## src/rtl/fetch_sequencer.sv

```systemverilog
// Program counter and fetch controller: drives the instruction memory address and buffers fetched
// words in a small PC-tagged prefetch FIFO for decode. Optional halt-on-opcode: FETCH_HALT_EN.
module fetch_sequencer #(
  parameter int unsigned ADDR_W      = 6,
  parameter int unsigned INSTR_W     = 39,
  parameter int unsigned DEPTH       = 2,
  parameter logic [5:0]  HALT_OPCODE = 6'b111111
) (
  input  logic               clk,
  input  logic               reset,
  input  logic               start,
  input  logic               redirect_valid,
  input  logic [ADDR_W-1:0]  redirect_addr,
  output logic [ADDR_W-1:0]  mem_addr,
  input  logic [INSTR_W-1:0] mem_instr,
  output logic               out_valid,
  output logic [INSTR_W-1:0] out_instr,
  output logic [ADDR_W-1:0]  out_pc,
  input  logic               out_ready,
  output logic               busy,
  output logic               halted
);

  localparam int unsigned PtrW = (DEPTH > 1) ? $clog2(DEPTH) : 1;
  localparam int unsigned CntW = $clog2(DEPTH + 1);
  localparam logic [CntW-1:0] Full      = CntW'(DEPTH);
  localparam logic [CntW-1:0] AlmostFull = CntW'(DEPTH - 1);

  typedef enum logic [1:0] {StIdle, StFetch, StStall, StHalted} state_e;

  state_e             state_q, state_d;
  logic [ADDR_W-1:0]  pc_q, pc_d;
  logic [PtrW-1:0]    head_q, head_d, tail_q, tail_d;
  logic [CntW-1:0]    count_q, count_d;
  logic [INSTR_W-1:0] buf_instr_q [DEPTH];
  logic [ADDR_W-1:0]  buf_pc_q    [DEPTH];

  logic pop, push, halt_hit;

  assign pop  = out_valid & out_ready;
  assign push = (state_q == StFetch) & ((count_q < Full) | pop) & ~redirect_valid;

`ifdef FETCH_HALT_EN
  assign halt_hit = push & (mem_instr[INSTR_W-1 -: 6] == HALT_OPCODE);
  assign halted   = (state_q == StHalted);
`else
  logic unused_opcode;
  assign unused_opcode = ^(mem_instr[INSTR_W-1 -: 6] ^ HALT_OPCODE);
  assign halt_hit      = 1'b0;
  assign halted        = 1'b0;
`endif

  always_comb begin
    state_d = state_q;
    pc_d    = pc_q;
    head_d  = head_q;
    tail_d  = tail_q;
    count_d = count_q + CntW'(push) - CntW'(pop);
    if (push) begin
      tail_d = tail_q + PtrW'(1);
      pc_d   = pc_q + ADDR_W'(1);
    end
    if (pop) head_d = head_q + PtrW'(1);

    unique case (state_q)
      StIdle: begin
        if (redirect_valid) pc_d = redirect_addr;
        else if (start)     state_d = StFetch;
      end
      StFetch: begin
        if (halt_hit)                                     state_d = StHalted;
        else if (push && !pop && count_q == AlmostFull)   state_d = StStall;
      end
      StStall:  if (pop) state_d = StFetch;
      StHalted: state_d = StHalted;
      default:  state_d = StIdle;
    endcase

    // Redirect outranks everything outside IDLE; a same-cycle pop is simply lost with the flush.
    if (redirect_valid && state_q != StIdle) begin
      state_d = StFetch;
      pc_d    = redirect_addr;
      head_d  = '0;
      tail_d  = '0;
      count_d = '0;
    end
  end

  always_ff @(posedge clk) begin
    if (!reset) begin
      state_q <= StIdle;
      pc_q    <= '0;
      head_q  <= '0;
      tail_q  <= '0;
      count_q <= '0;
      for (int i = 0; i < DEPTH; i++) begin
        buf_instr_q[i] <= '0;
        buf_pc_q[i]    <= '0;
      end
    end else begin
      state_q <= state_d;
      pc_q    <= pc_d;
      head_q  <= head_d;
      tail_q  <= tail_d;
      count_q <= count_d;
      if (push) begin
        buf_instr_q[tail_q] <= mem_instr;
        buf_pc_q[tail_q]    <= pc_q;
      end
    end
  end

  assign mem_addr  = pc_q;
  assign out_valid = (count_q != '0);
  assign out_instr = out_valid ? buf_instr_q[head_q] : '0;
  assign out_pc    = out_valid ? buf_pc_q[head_q] : '0;
  assign busy      = (state_q == StFetch) | (state_q == StStall);

endmodule

```

## config.mk

```make
export PLATFORM = sky130hd
export DESIGN_NAME = fetch_sequencer
export DESIGN_NICKNAME = d
export VERILOG_FILES = /design/src/rtl/fetch_sequencer.sv
export SDC_FILE = /design/constraint.sdc
export NUM_CORES = 1
export LEC_CHECK = 0
export ABC_AREA = 0
export CAP_MARGIN = 20
export CORE_AREA = 2 2 101 103
export DETAILED_ROUTE_END_ITERATION = 6
export DIE_AREA = 0 0 103 105
export PLACE_DENSITY = 0.85
export SYNTH_ARGS = -nofsm -noshare
export SYNTH_HDL_FRONTEND = slang
export SYNTH_SLANG_ARGS = --single-unit
```

## constraint.sdc

```tcl
create_clock -name clk -period 7.6 [get_ports clk]
set_clock_uncertainty 0.2 [all_clocks]
set_input_delay 1.14 -clock clk [delete_from_list [all_inputs] [get_ports clk]]
set_output_delay 1.14 -clock clk [all_outputs]
set_load 0.1 [all_outputs]
```

**Yosys cells after proc, flatten, opt, wreduce, memory -nomap -nowiden**

Memory sizes are Yosys's and may differ from the RTL's. A register that Yosys moved wholly into a read port is not among the register bits.
Cells that the tools add are included.

- Register bits after elaboration: 12
- Bits in writable memories: 90
- Input bits: 50
- Word-level logic and storage cells: 71
- Memories kept: 2

- $add $sub $neg: 5
- $lt $le $gt $ge: 1
- Eq/ne operators: 12
- Mux-type cells: 26
- Bitwise gates (word level): 7
- Reduce and logical (&&, ||, !) cells: 12

Memory list:

| memory | words | width | rd ports | clocked after Yosys merged registers in | wr ports | RTL line | text |
|---|---|---|---|---|---|---|---|
| buf_instr_q | 2 | 39 | 1 | 1 | 2 | 35 | `logic [INSTR_W-1:0] buf_instr_q [DEPTH];` |
| buf_pc_q | 2 | 6 | 1 | 1 | 2 | 36 | `logic [ADDR_W-1:0] buf_pc_q [DEPTH];` |

Operator list:

| operator | number |
|---|---|
| 2-to-1 mux 39 bit | 2 |
| OR reduction 39 bit | 1 |
| 2-to-1 mux 6 bit | 6 |
| 2-to-1 mux 1 bit | 13 |
| inequality test 3 bit (second input constant) | 3 |
| 2-to-1 mux 2 bit | 4 |
| case mux 2 bit (4 select lines) | 1 |
| AND reduction 4 bit | 2 |
| adder 6 x 1 -> 6 bit (second input constant) | 1 |
| inequality test 2 bit (second input constant) | 3 |
| OR reduction 6 bit | 1 |
| equality test 2 x 1 -> 1 bit (second input constant) | 2 |
| equality test 2 bit (second input constant) | 2 |
| nonzero test 2 bit | 2 |
| AND 1 bit | 3 |
| logical AND 1 bit | 3 |
| inequality test 3 x 1 -> 1 bit (second input constant) | 1 |
| adder 1 bit (second input constant) | 2 |
| adder 2 x 1 -> 2 bit | 1 |
| zero test 2 bit | 1 |
| < comparator 2 bit (second input constant) | 1 |
| inequality test 2 x 1 -> 1 bit (second input constant) | 1 |
| NOT 1 bit | 2 |
| OR 1 bit | 2 |
| 3 further kinds | 3 |

**Logic depth before layout (Yosys ltp)**

Gate-level depths: netlist (run 1).

- Depth in word-level cells: 10
- Depth in mapped cells: 10
- Mapped depth without buffers: 10

**Worst setup path before layout (run 1)**

OpenSTA, ideal clock, no wires.

- Path type: input port to flip-flop
- From: in redirect_valid
- To: mem buf_instr_q[0][0] (enable)
- Library setup time: 0.510 ns
- Arrival time: 4.746 ns
- Required time: 6.890 ns
- Slack: 2.144 ns
- Stages on the path: 4
- Path buffers: 0
- Path through: nand2b_1 > nor2_1 > inv_1 > o21ai_0

RTL lines:

| what | RTL line | text |
|---|---|---|
| from (decl) | 12 | `input logic redirect_valid,` |
| to (decl) | 35 |  |

==> results.sh, run 1 <==
export IMPL_worstReg2RegEnd="buf_instr_q[0][13]"
export IMPL_drt_iter0_markers=138
export IMPL_leakagePower_uw=0.00216
export IMPL_cap_violations=0
export IMPL_die_h_um=105
export IMPL_final_cell_mix="clkdlybuf4s50_1 (102), and2_1 (90), edfxtp_1 (90), nor2_1 (52), mux2i_1 (46)"
export IMPL_hold_class="reg2reg"
export IMPL_final_common_cell="clkdlybuf4s50_1"
export IMPL_cts_resized=0
export IMPL_reg2reg_depth=7
export IMPL_initial_utilization=0.498
export IMPL_ys_ff_latch=103
export IMPL_final_area_sq_um=6090
export IMPL_port_buffer_count=102
export IMPL_syn_inst=382
export IMPL_io_pins=104
export IMPL_maxSlewViolCount=0
export IMPL_crit_type="reg2out"
export IMPL_grt_pass1_wl_um=15300
export IMPL_slew_limit_headroom=0.341
export IMPL_vias=3044
export IMPL_r2r_start="state_q[1]"
export IMPL_clock_path_buffers=2
export IMPL_finalHoldViolations=0
export IMPL_ir_drop_mv=0.272
export IMPL_ys_types=33
export IMPL_hold_depth=2
export IMPL_clk_latency_ns=0.34
export IMPL_place_gp_congestion=0.829
export IMPL_grt_pass1_vias=3218
export IMPL_fin_tns_setup_ns=0
export IMPL_startpoint_type="flip-flop"
export IMPL_cp_data_arrival_time_ns=2.90
export IMPL_crit_fanout=38
export IMPL_utilization=0.631
export IMPL_vias_per_cell=4.94
export IMPL_drive_gt1_frac=0.0518
export IMPL_required_ns=6.26
export IMPL_track_usage=0.185
export IMPL_std_cell_rows=36
export IMPL_grt_overflow_total=0
export IMPL_finalPower_uw=2180
export IMPL_avgRoutedWirePerCell_um=15.2
export IMPL_die_area_sq_um=10800
export IMPL_avgSynthCellArea_sq_um=12.6
export IMPL_core_sq_um=9640
export IMPL_drc_errors=0
export IMPL_htree_levels=3
export IMPL_antenna_cells=0
export IMPL_rsz0062_at_grt="no"
export IMPL_cts_hold_fix_buffers=0
export IMPL_worst_pin_slew_ns=0.986
export IMPL_ant_nets=0
export IMPL_die_w_um=103
export IMPL_power_density_nw_per_um2=359
export IMPL_ys_warn_count=0
export IMPL_rrSetupSlack_ns=4.69
export IMPL_worstSetupEndpointType="output port"
export IMPL_cts_tree="built"
export IMPL_firstDrtPassIters=4
export IMPL_area_growth_pct=26.9
export IMPL_antenna_found_initial=0
export IMPL_post_cts_repair_setup_buffers=0
export IMPL_clock_fmax_mhz=236
export IMPL_clk_pin_slew_ns=0.09
export IMPL_dp_slack_ns=3.44
export IMPL_seq_area_frac_synth=0.618
export IMPL_setup_viol=0
export IMPL_status="finished, final reports clean"
export IMPL_setup_ws_ns=3.36
export IMPL_period_needed_ns=4.24
export IMPL_synth_fp_nets=440
export IMPL_dpl_hpwl_um=6110
export IMPL_grt_max_degree=47
export IMPL_clock_sinks=103
export IMPL_totalWireLength_um=9360
export IMPL_placed_area_sq_um=5880
export IMPL_cts_root_buf="clkbuf_8"
export IMPL_cts_buffers=9
export IMPL_netlist_area_sq_um=4800
export IMPL_nNetsFinal=536
export IMPL_hold_start="head_q"
export IMPL_min_period_over_period=0.558
==> cells in the mapped netlist, drive strengths merged <==
master | n | area [sq um]
buf | 16 | 138
inv | 9 | 33.8
and2 | 91 | 572
nor3 | 2 | 10.0
nand3b | 1 | 7.51
nor3b | 1 | 7.51
clkbuf | 6 | 23.8
and4 | 1 | 8.76
a311oi | 1 | 8.76
a31o | 1 | 8.76
edfxtp | 90 | 2700
nor2b | 1 | 6.26
o31ai | 1 | 7.51
nand2 | 6 | 22.5
nand2b | 3 | 18.8
mux2i | 46 | 460
nand3 | 1 | 5.00
a21oi | 8 | 40.0
conb | 1 | 3.75
o21ai | 10 | 50.0
xnor2 | 6 | 52.6
xor2 | 3 | 26.3
dfxtp | 13 | 260
ha | 8 | 100
nor2 | 53 | 199
and4b | 1 | 10.0
a211oi | 1 | 7.51
nor4 | 1 | 6.26
==> critical path, cell delays in order (launching register included) <==
cell and delay [ns]:
dfxtp_2 0.46, buf_4 0.58, mux2i_1 0.21, nor2_1 0.15, clkdlybuf4s50_1 1.15
==> how the worst max path moves through the flow <==
stage	slack [ns]	cells past startpoint	endpoint	start
2_1_floorplan	2.14	4	buf_instr_q[0][0]	redirect_valid
3_5_place_dp	3.44	6	buf_instr_q[1][21]	out_ready
5_1_grt	3.17	4	out_instr[35]	flip-flop
6_report	3.36	4	out_instr[35]	flip-flop
4_1_cts	3.32	4	out_instr[35]	flip-flop
3_3_place_gp	3.56	6	buf_instr_q[1][15]	out_ready
==> through the flow <==
stage	cells	hold slack (ns)
after CTS	615	0.324
after detailed placement	599	0.298
final	616	0.317
after global routing	616	0.369
after global placement	599	0.284
after floorplan	382	0.272
==> final cells by class <==
cell class / count / area [sq um]
Multi-Input combinational cell: 248 / 1660
Sequential cell: 103 / 2960
Clock buffer: 11 / 131
Tap cell: 133 / 166
Timing Repair Buffer: 107 / 1070
Inverter: 9 / 33.8
Clock inverter: 5 / 58.8
Fill cell: 782 / 3550
==> power by group <==
group,switching (uW),internal [uW],leakage (uW),total (uW)
registers,39.0,685,0.00104,724
logic,855,274,0.00103,1130
clock network,177,153,0.0000895,330
total,1070,1110,0.00216,2180
==> cell families (layout without fill, tap and decap cells) <==
group,count (synthesis),in the layout,synth area share
fa+ha+maj,8,8,0.0209
mux,46,46,0.0960
flops,103,103,0.618
compound gates,22,22,0.0256
other cells,1,1,0.000782
buf+inv,31,132,0.0407
simple gates,162,162,0.182
xor+xnor,9,9,0.0164
==> metal layers <==
| metal | part of all wire | GRT usage |
|---|---|---|
| met1 | 0.41 | 0.217 |
| met3 | 0.048 | 0.0381 |
| met2 | 0.53 | 0.327 |
| met5 | 0 | 0 |
| met4 | 0.014 | 0.0695 |
==> state kept, by name, summed over array words and instances (netlist names), named ones only <==
signal	flops
count_q	2
state_q	2
buf_instr_q	78
mem_addr	5
tail_q	1
buf_pc_q	12
head_q	1
(Power assumes the default switching activity.)
==> run 2, diff against run 1 <==
--- a/config.mk
+++ b/config.mk
@@ -7,10 +7,10 @@
 export LEC_CHECK = 0
 export ABC_AREA = 0
 export CAP_MARGIN = 20
-export CORE_AREA = 2 2 101 103
+export CORE_AREA = 2 2 106 108
 export DETAILED_ROUTE_END_ITERATION = 6
-export DIE_AREA = 0 0 103 105
-export PLACE_DENSITY = 0.85
+export DIE_AREA = 0 0 108 110
+export PLACE_DENSITY = 0.82
 export SYNTH_ARGS = -nofsm -noshare
 export SYNTH_HDL_FRONTEND = slang
 export SYNTH_SLANG_ARGS = --single-unit
==> constraint.sdc (replaced) <==
create_clock -name clk -period 3.55 [get_ports clk]
set_clock_uncertainty 0.2 [all_clocks]
set_input_delay 0.5325 -clock clk [delete_from_list [all_inputs] [get_ports clk]]
set_output_delay 0.5325 -clock clk [all_outputs]
set_load 0.1 [all_outputs]
==> run 2 against run 1 <==
Count of clock-buffer cells in the layout unchanged. Worst hold slack worse by 0.0042 ns. Die area grew 9.8%. Non-clock buffer count rose by 2. Critical path depth unchanged. Clock power increased by 110%. Sequential share of layout area is 0.68 points higher. Cell count grew 1.5%. Routed wire length decreased by 0.31%. Sequential power rose by 120%. Core utilization is 7.0 points lower. Critical endpoint unchanged. Highest routed layer unchanged.
==> results.sh, run 2 (synthesis gave the netlist of run 1 again) <==
export IMPL_status="finished, final reports clean"
export IMPL_track_usage=0.159
export IMPL_clk_latency_ns=0.35
export IMPL_crit_top_cell="buf_4"
export IMPL_setup_ws_ns=0.784
export IMPL_std_cell_rows=38
export IMPL_cpLargestDelayFamily="flip-flops"
export IMPL_slowest_stage="dfxtp_2"
export IMPL_top_usage_layer="met2"
export IMPL_grt_pass1_vias=3012
export IMPL_die_w_um=108
export IMPL_nNetsFinal=538
export IMPL_drc_errors=0
export IMPL_post_cts_repair_setup_buffers=0
export IMPL_dpl_hpwl_um=6200
export IMPL_grt_util_met3=0.0400
export IMPL_seqCellArea_sq_um=2960
export IMPL_htree_levels=3
export IMPL_die_area_sq_um=11900
export IMPL_min_period_over_period=0.779
export IMPL_utilization=0.561
export IMPL_drive_gt1_frac=0.159
export IMPL_clock_sinks=103
export IMPL_clk_pin_slew_ns=0.10
export IMPL_leakagePower_uw=0.00226
export IMPL_grtUsageMet1=0.187
export IMPL_grt_overflow_total=0
export IMPL_worst_pin_slew_ns=0.972
export IMPL_clock_fmax_mhz=361
export IMPL_drt_iter0_markers=110
export IMPL_vias=3075
export IMPL_dp_cells=609
export IMPL_crit_fanout=21
export IMPL_clock_path_buffers=2
export IMPL_rsz0062_at_grt="no"
export IMPL_firstDrtPassIters=4
export IMPL_cts_hold_fix_buffers=0
export IMPL_cts_resized=0
export IMPL_hold_class="reg2reg"
export IMPL_cap_violations=0
export IMPL_rrSetupSlack_ns=1.07
export IMPL_final_cell_mix="and2_1 (90), edfxtp_1 (90), buf_4 (54), clkdlybuf4s50_1 (53), nor2_1 (52)"
export IMPL_antenna_cells=0
export IMPL_cts_root_buf="clkbuf_8"
export IMPL_crit_type="reg2out"
export IMPL_ant_nets=0
export IMPL_largest_reg_flops=78
export IMPL_cts_buffers=9
export IMPL_largest_register="buf_instr_q"
export IMPL_die_h_um=110
export IMPL_initial_utilization=0.448
export IMPL_multi_input_area_sq_um=1660
export IMPL_placed_area_sq_um=5810
export IMPL_vias_per_cell=4.92
export IMPL_totalWireLength_um=9330
export IMPL_required_ns=2.82
export IMPL_setup_viol=0
export IMPL_use_met2=0.285
export IMPL_worstSetupEndpointType="output port"
export IMPL_fin_tns_setup_ns=0
export IMPL_cts_tree="built"
export IMPL_period_needed_ns=2.77
export IMPL_dp_slack_ns=0.758
export IMPL_n_fill_cell=903
export IMPL_cp_data_arrival_time_ns=2.03
export IMPL_finalHoldViolations=0
export IMPL_area_growth_pct=25.1
export IMPL_maxSlewViolCount=0
export IMPL_worst_path_largest_cell_delay_ns=0.79
export IMPL_core_sq_um=10700
export IMPL_io_pins=104
export IMPL_grt_max_degree=46
export IMPL_place_gp_congestion=0.774
export IMPL_avgRoutedWirePerCell_um=14.9
export IMPL_antenna_found_initial=0
export IMPL_path_cells="buf_4 > mux2i_1 > nor2_1 > buf_4"
export IMPL_startpoint_type="flip-flop"
export IMPL_path_buf_inv=2
export IMPL_power_density_nw_per_um2=772
export IMPL_port_buffer_count=102
export IMPL_stdcell_count=625
export IMPL_ir_drop_mv=0.474
export IMPL_final_area_sq_um=6000
export IMPL_slew_limit_headroom=0.350
export IMPL_grt_pass1_wl_um=14400
==> run 2: where the power goes <==
group	internal, uW	switching [uW]	leakage, uW
Clock	302	401	0.0000873
Combinational	548	1810	0.00113
Sequential	1470	105	0.00104
Total	2320	2320	0.00226
==> run 2: path summary, 6_finish.rpt <==
check                                start                 to  depth (start not counted)
worst max-delay path             flip-flop      out_instr[35]                          4
worst min-delay path                head_q             head_q                          2
worst max register to register  state_q[1]  buf_instr_q[0][9]                          7
worst min register to register      head_q             head_q                          2
==> run 2: layout make-up <==
cell class                 instances  area share
timing repair buffer             109       0.163
tap                              140      0.0292
multi-input combinational        248       0.277
clock buffer                      11      0.0254
inverter                           9     0.00563
clock inverter                     5     0.00667
sequential                       103       0.494
==> run 2: metal layers <==
layer  vias to the layer above  share of wire
met5                         -              0
met4                         0          0.014
met3                        11          0.054
met2                        72           0.52
met1                      1490           0.41
li1                       1502              -
==> run 2: metrics by stage <==
stage	total power (uW)	hold slack (ns)
after detailed placement	3980	0.292
after floorplan	3450	0.272
final	4630	0.312
after CTS	4670	0.317
after global placement	3950	0.289
after global routing	4830	0.376
==> run 2: worst min-delay path, delay by kind of cell (launching register included) <==
kind                      cells  cell delay (ns)
DFF                           1             0.34
xor gates and xnor gates      1             0.08
and+or+nand+nor               1             0.07
==> run 3, diff against run 2 <==
--- a/config.mk
+++ b/config.mk
@@ -7,10 +7,10 @@
 export LEC_CHECK = 0
 export ABC_AREA = 0
 export CAP_MARGIN = 20
-export CORE_AREA = 2 2 106 108
+export CORE_AREA = 2 2 101 103
 export DETAILED_ROUTE_END_ITERATION = 6
-export DIE_AREA = 0 0 108 110
-export PLACE_DENSITY = 0.82
+export DIE_AREA = 0 0 103 105
+export PLACE_DENSITY = 0.85
 export SYNTH_ARGS = -nofsm -noshare
 export SYNTH_HDL_FRONTEND = slang
 export SYNTH_SLANG_ARGS = --single-unit
==> constraint.sdc (replaced) <==
create_clock -name clk -period 2.8 [get_ports clk]
set_clock_uncertainty 0.2 [all_clocks]
set_input_delay 0.42 -clock clk [delete_from_list [all_inputs] [get_ports clk]]
set_output_delay 0.42 -clock clk [all_outputs]
set_load 0.1 [all_outputs]
==> run 3 against run 2 <==
Routed wire length down 2.0%. Sequential cell count unchanged. Clock power up 32%. Via count down 0.72%. Global-route usage up 1.3 points. Count of clock-buffer cells in the layout up 2. Critical endpoint is now out_pc[0].
==> results.sh, run 3 (synthesis gave the netlist of run 1 again) <==
export IMPL_ant_nets=0
export IMPL_required_ns=2.18
export IMPL_cts_hold_fix_buffers=0
export IMPL_final_cell_mix="and2_1 (90), edfxtp_1 (90), nor2_1 (52), clkdlybuf4s50_1 (49), mux2i_1 (46)"
export IMPL_crit_fanout=45
export IMPL_die_area_sq_um=10800
export IMPL_drc_errors=0
export IMPL_fin_tns_setup_ns=0
export IMPL_io_pins=104
export IMPL_die_h_um=105
export IMPL_min_period_over_period=0.820
export IMPL_crit_type="reg2out"
export IMPL_core_sq_um=9640
export IMPL_hold_class="reg2reg"
export IMPL_htree_levels=3
export IMPL_drt_iter0_markers=57
export IMPL_clock_fmax_mhz=435
export IMPL_cts_root_buf="clkbuf_8"
export IMPL_antenna_cells=0
export IMPL_worstSetupEndpointType="output port"
export IMPL_worstReg2RegEnd="count_q[1]"
export IMPL_clk_latency_ns=0.35
export IMPL_clock_path_buffers=2
export IMPL_ir_drop_mv=0.632
export IMPL_nNetsFinal=540
export IMPL_r2r_start="state_q[1]"
export IMPL_area_growth_pct=33.6
export IMPL_initial_utilization=0.498
export IMPL_rrSetupSlack_ns=0.54
export IMPL_drive_gt1_frac=0.168
export IMPL_grt_overflow_total=0
export IMPL_grt_pass1_wl_um=14300
export IMPL_slew_limit_headroom=0.634
export IMPL_clock_sinks=103
export IMPL_grt_max_degree=47
export IMPL_cts_resized=0
export IMPL_cts_tree="built"
export IMPL_worst_pin_slew_ns=0.543
export IMPL_worstSetupEndpoint="out_pc[0]"
export IMPL_vias_per_cell=4.92
export IMPL_port_buffer_count=102
export IMPL_maxSlewViolCount=0
export IMPL_largest_reg_flops=78
export IMPL_track_usage=0.172
export IMPL_firstDrtPassIters=4
export IMPL_startpoint_type="flip-flop"
export IMPL_power_density_nw_per_um2=988
export IMPL_largest_register="buf_instr_q"
export IMPL_cap_violations=0
export IMPL_rsz0062_at_grt="no"
export IMPL_grt_pass1_vias=2972
export IMPL_period_needed_ns=2.30
export IMPL_cts_buffers=9
export IMPL_die_w_um=103
export IMPL_cp_data_arrival_time_ns=1.68
export IMPL_dpl_hpwl_um=6120
export IMPL_setup_viol=0
export IMPL_avgRoutedWirePerCell_um=14.7
export IMPL_clk_pin_slew_ns=0.09
export IMPL_antenna_found_initial=0
export IMPL_totalWireLength_um=9140
export IMPL_vias=3053
export IMPL_place_gp_congestion=0.854
export IMPL_reg2reg_depth=10
export IMPL_status="finished, final reports clean"
export IMPL_post_cts_repair_setup_buffers=0
export IMPL_finalHoldViolations=0
export IMPL_std_cell_rows=36
export IMPL_holdWs_ns=0.322
export IMPL_leakagePower_uw=0.00239
run 3: cell count changes in the layout (fill, tap and decap cells not counted), sizes merged:
cell | previous run | this run
buf | 56 | 62
bufinv | 0 | 1
clkbuf | 11 | 13
clkdlybuf4s50 | 53 | 49
clkinvlp | 3 | 1
inv | 10 | 9
run 3: area by class of cell:
| class | count | area (sq um) |
|---|---|---|
| sequential | 103 | 2960 |
| inverter | 9 | 33.8 |
| fill | 737 | 3230 |
| multi-input combinational | 248 | 1660 |
| clock inverter | 3 | 42.5 |
| timing repair buffer | 111 | 1380 |
| tap | 133 | 166 |
| clock buffer | 13 | 159 |
run 3: worst min-delay path by stage:
stage	cells past startpoint	startpoint	end	slack (ns)
floorplan	2	head_q	flip-flop	0.27
global placement	2	head_q	head_q	0.29
detailed placement	2	head_q	head_q	0.30
CTS	2	head_q	flip-flop	0.33
global route	2	head_q	flip-flop	0.35
finish	2	head_q	head_q	0.32
run 3: report_power, final:
group	internal (uW)	total, uW	switching (uW)
clock	462	929	467
sequential	1860	1950	90.0
combinational	1040	3460	2420
run 3: layer usage:
layer	GRT usage	share of wire	up-vias
met5	0	0	-
met4	0.0602	0.017	0
met3	0.0301	0.049	12
met2	0.300	0.53	81
met1	0.212	0.40	1457
li1	-	-	1503
run 3: critical path: stages (launching register included):
cell and delay (ns):
dfxtp_2 0.35, buf_12 0.29, mux2i_1 0.14, nor2_1 0.20, buf_4 0.33
run 3: stage by stage:
| stage | utilization | area [sq um] | cells | power (uW) | worst slack (ns) |
|---|---|---|---|---|---|
| finish | 0.665 | 6410 | 620 | 6330 | 0.504 |
| global route | 0.665 | 6410 | 620 | 6560 | 0.356 |
| CTS | 0.665 | 6410 | 620 | 6370 | 0.463 |
| floorplan | - | 4810 | 382 | 4380 | 0.0639 |
| global placement | 0.644 | 6210 | 604 | 5410 | 0.385 |
| detailed placement | 0.644 | 6210 | 604 | 5450 | 0.324 |
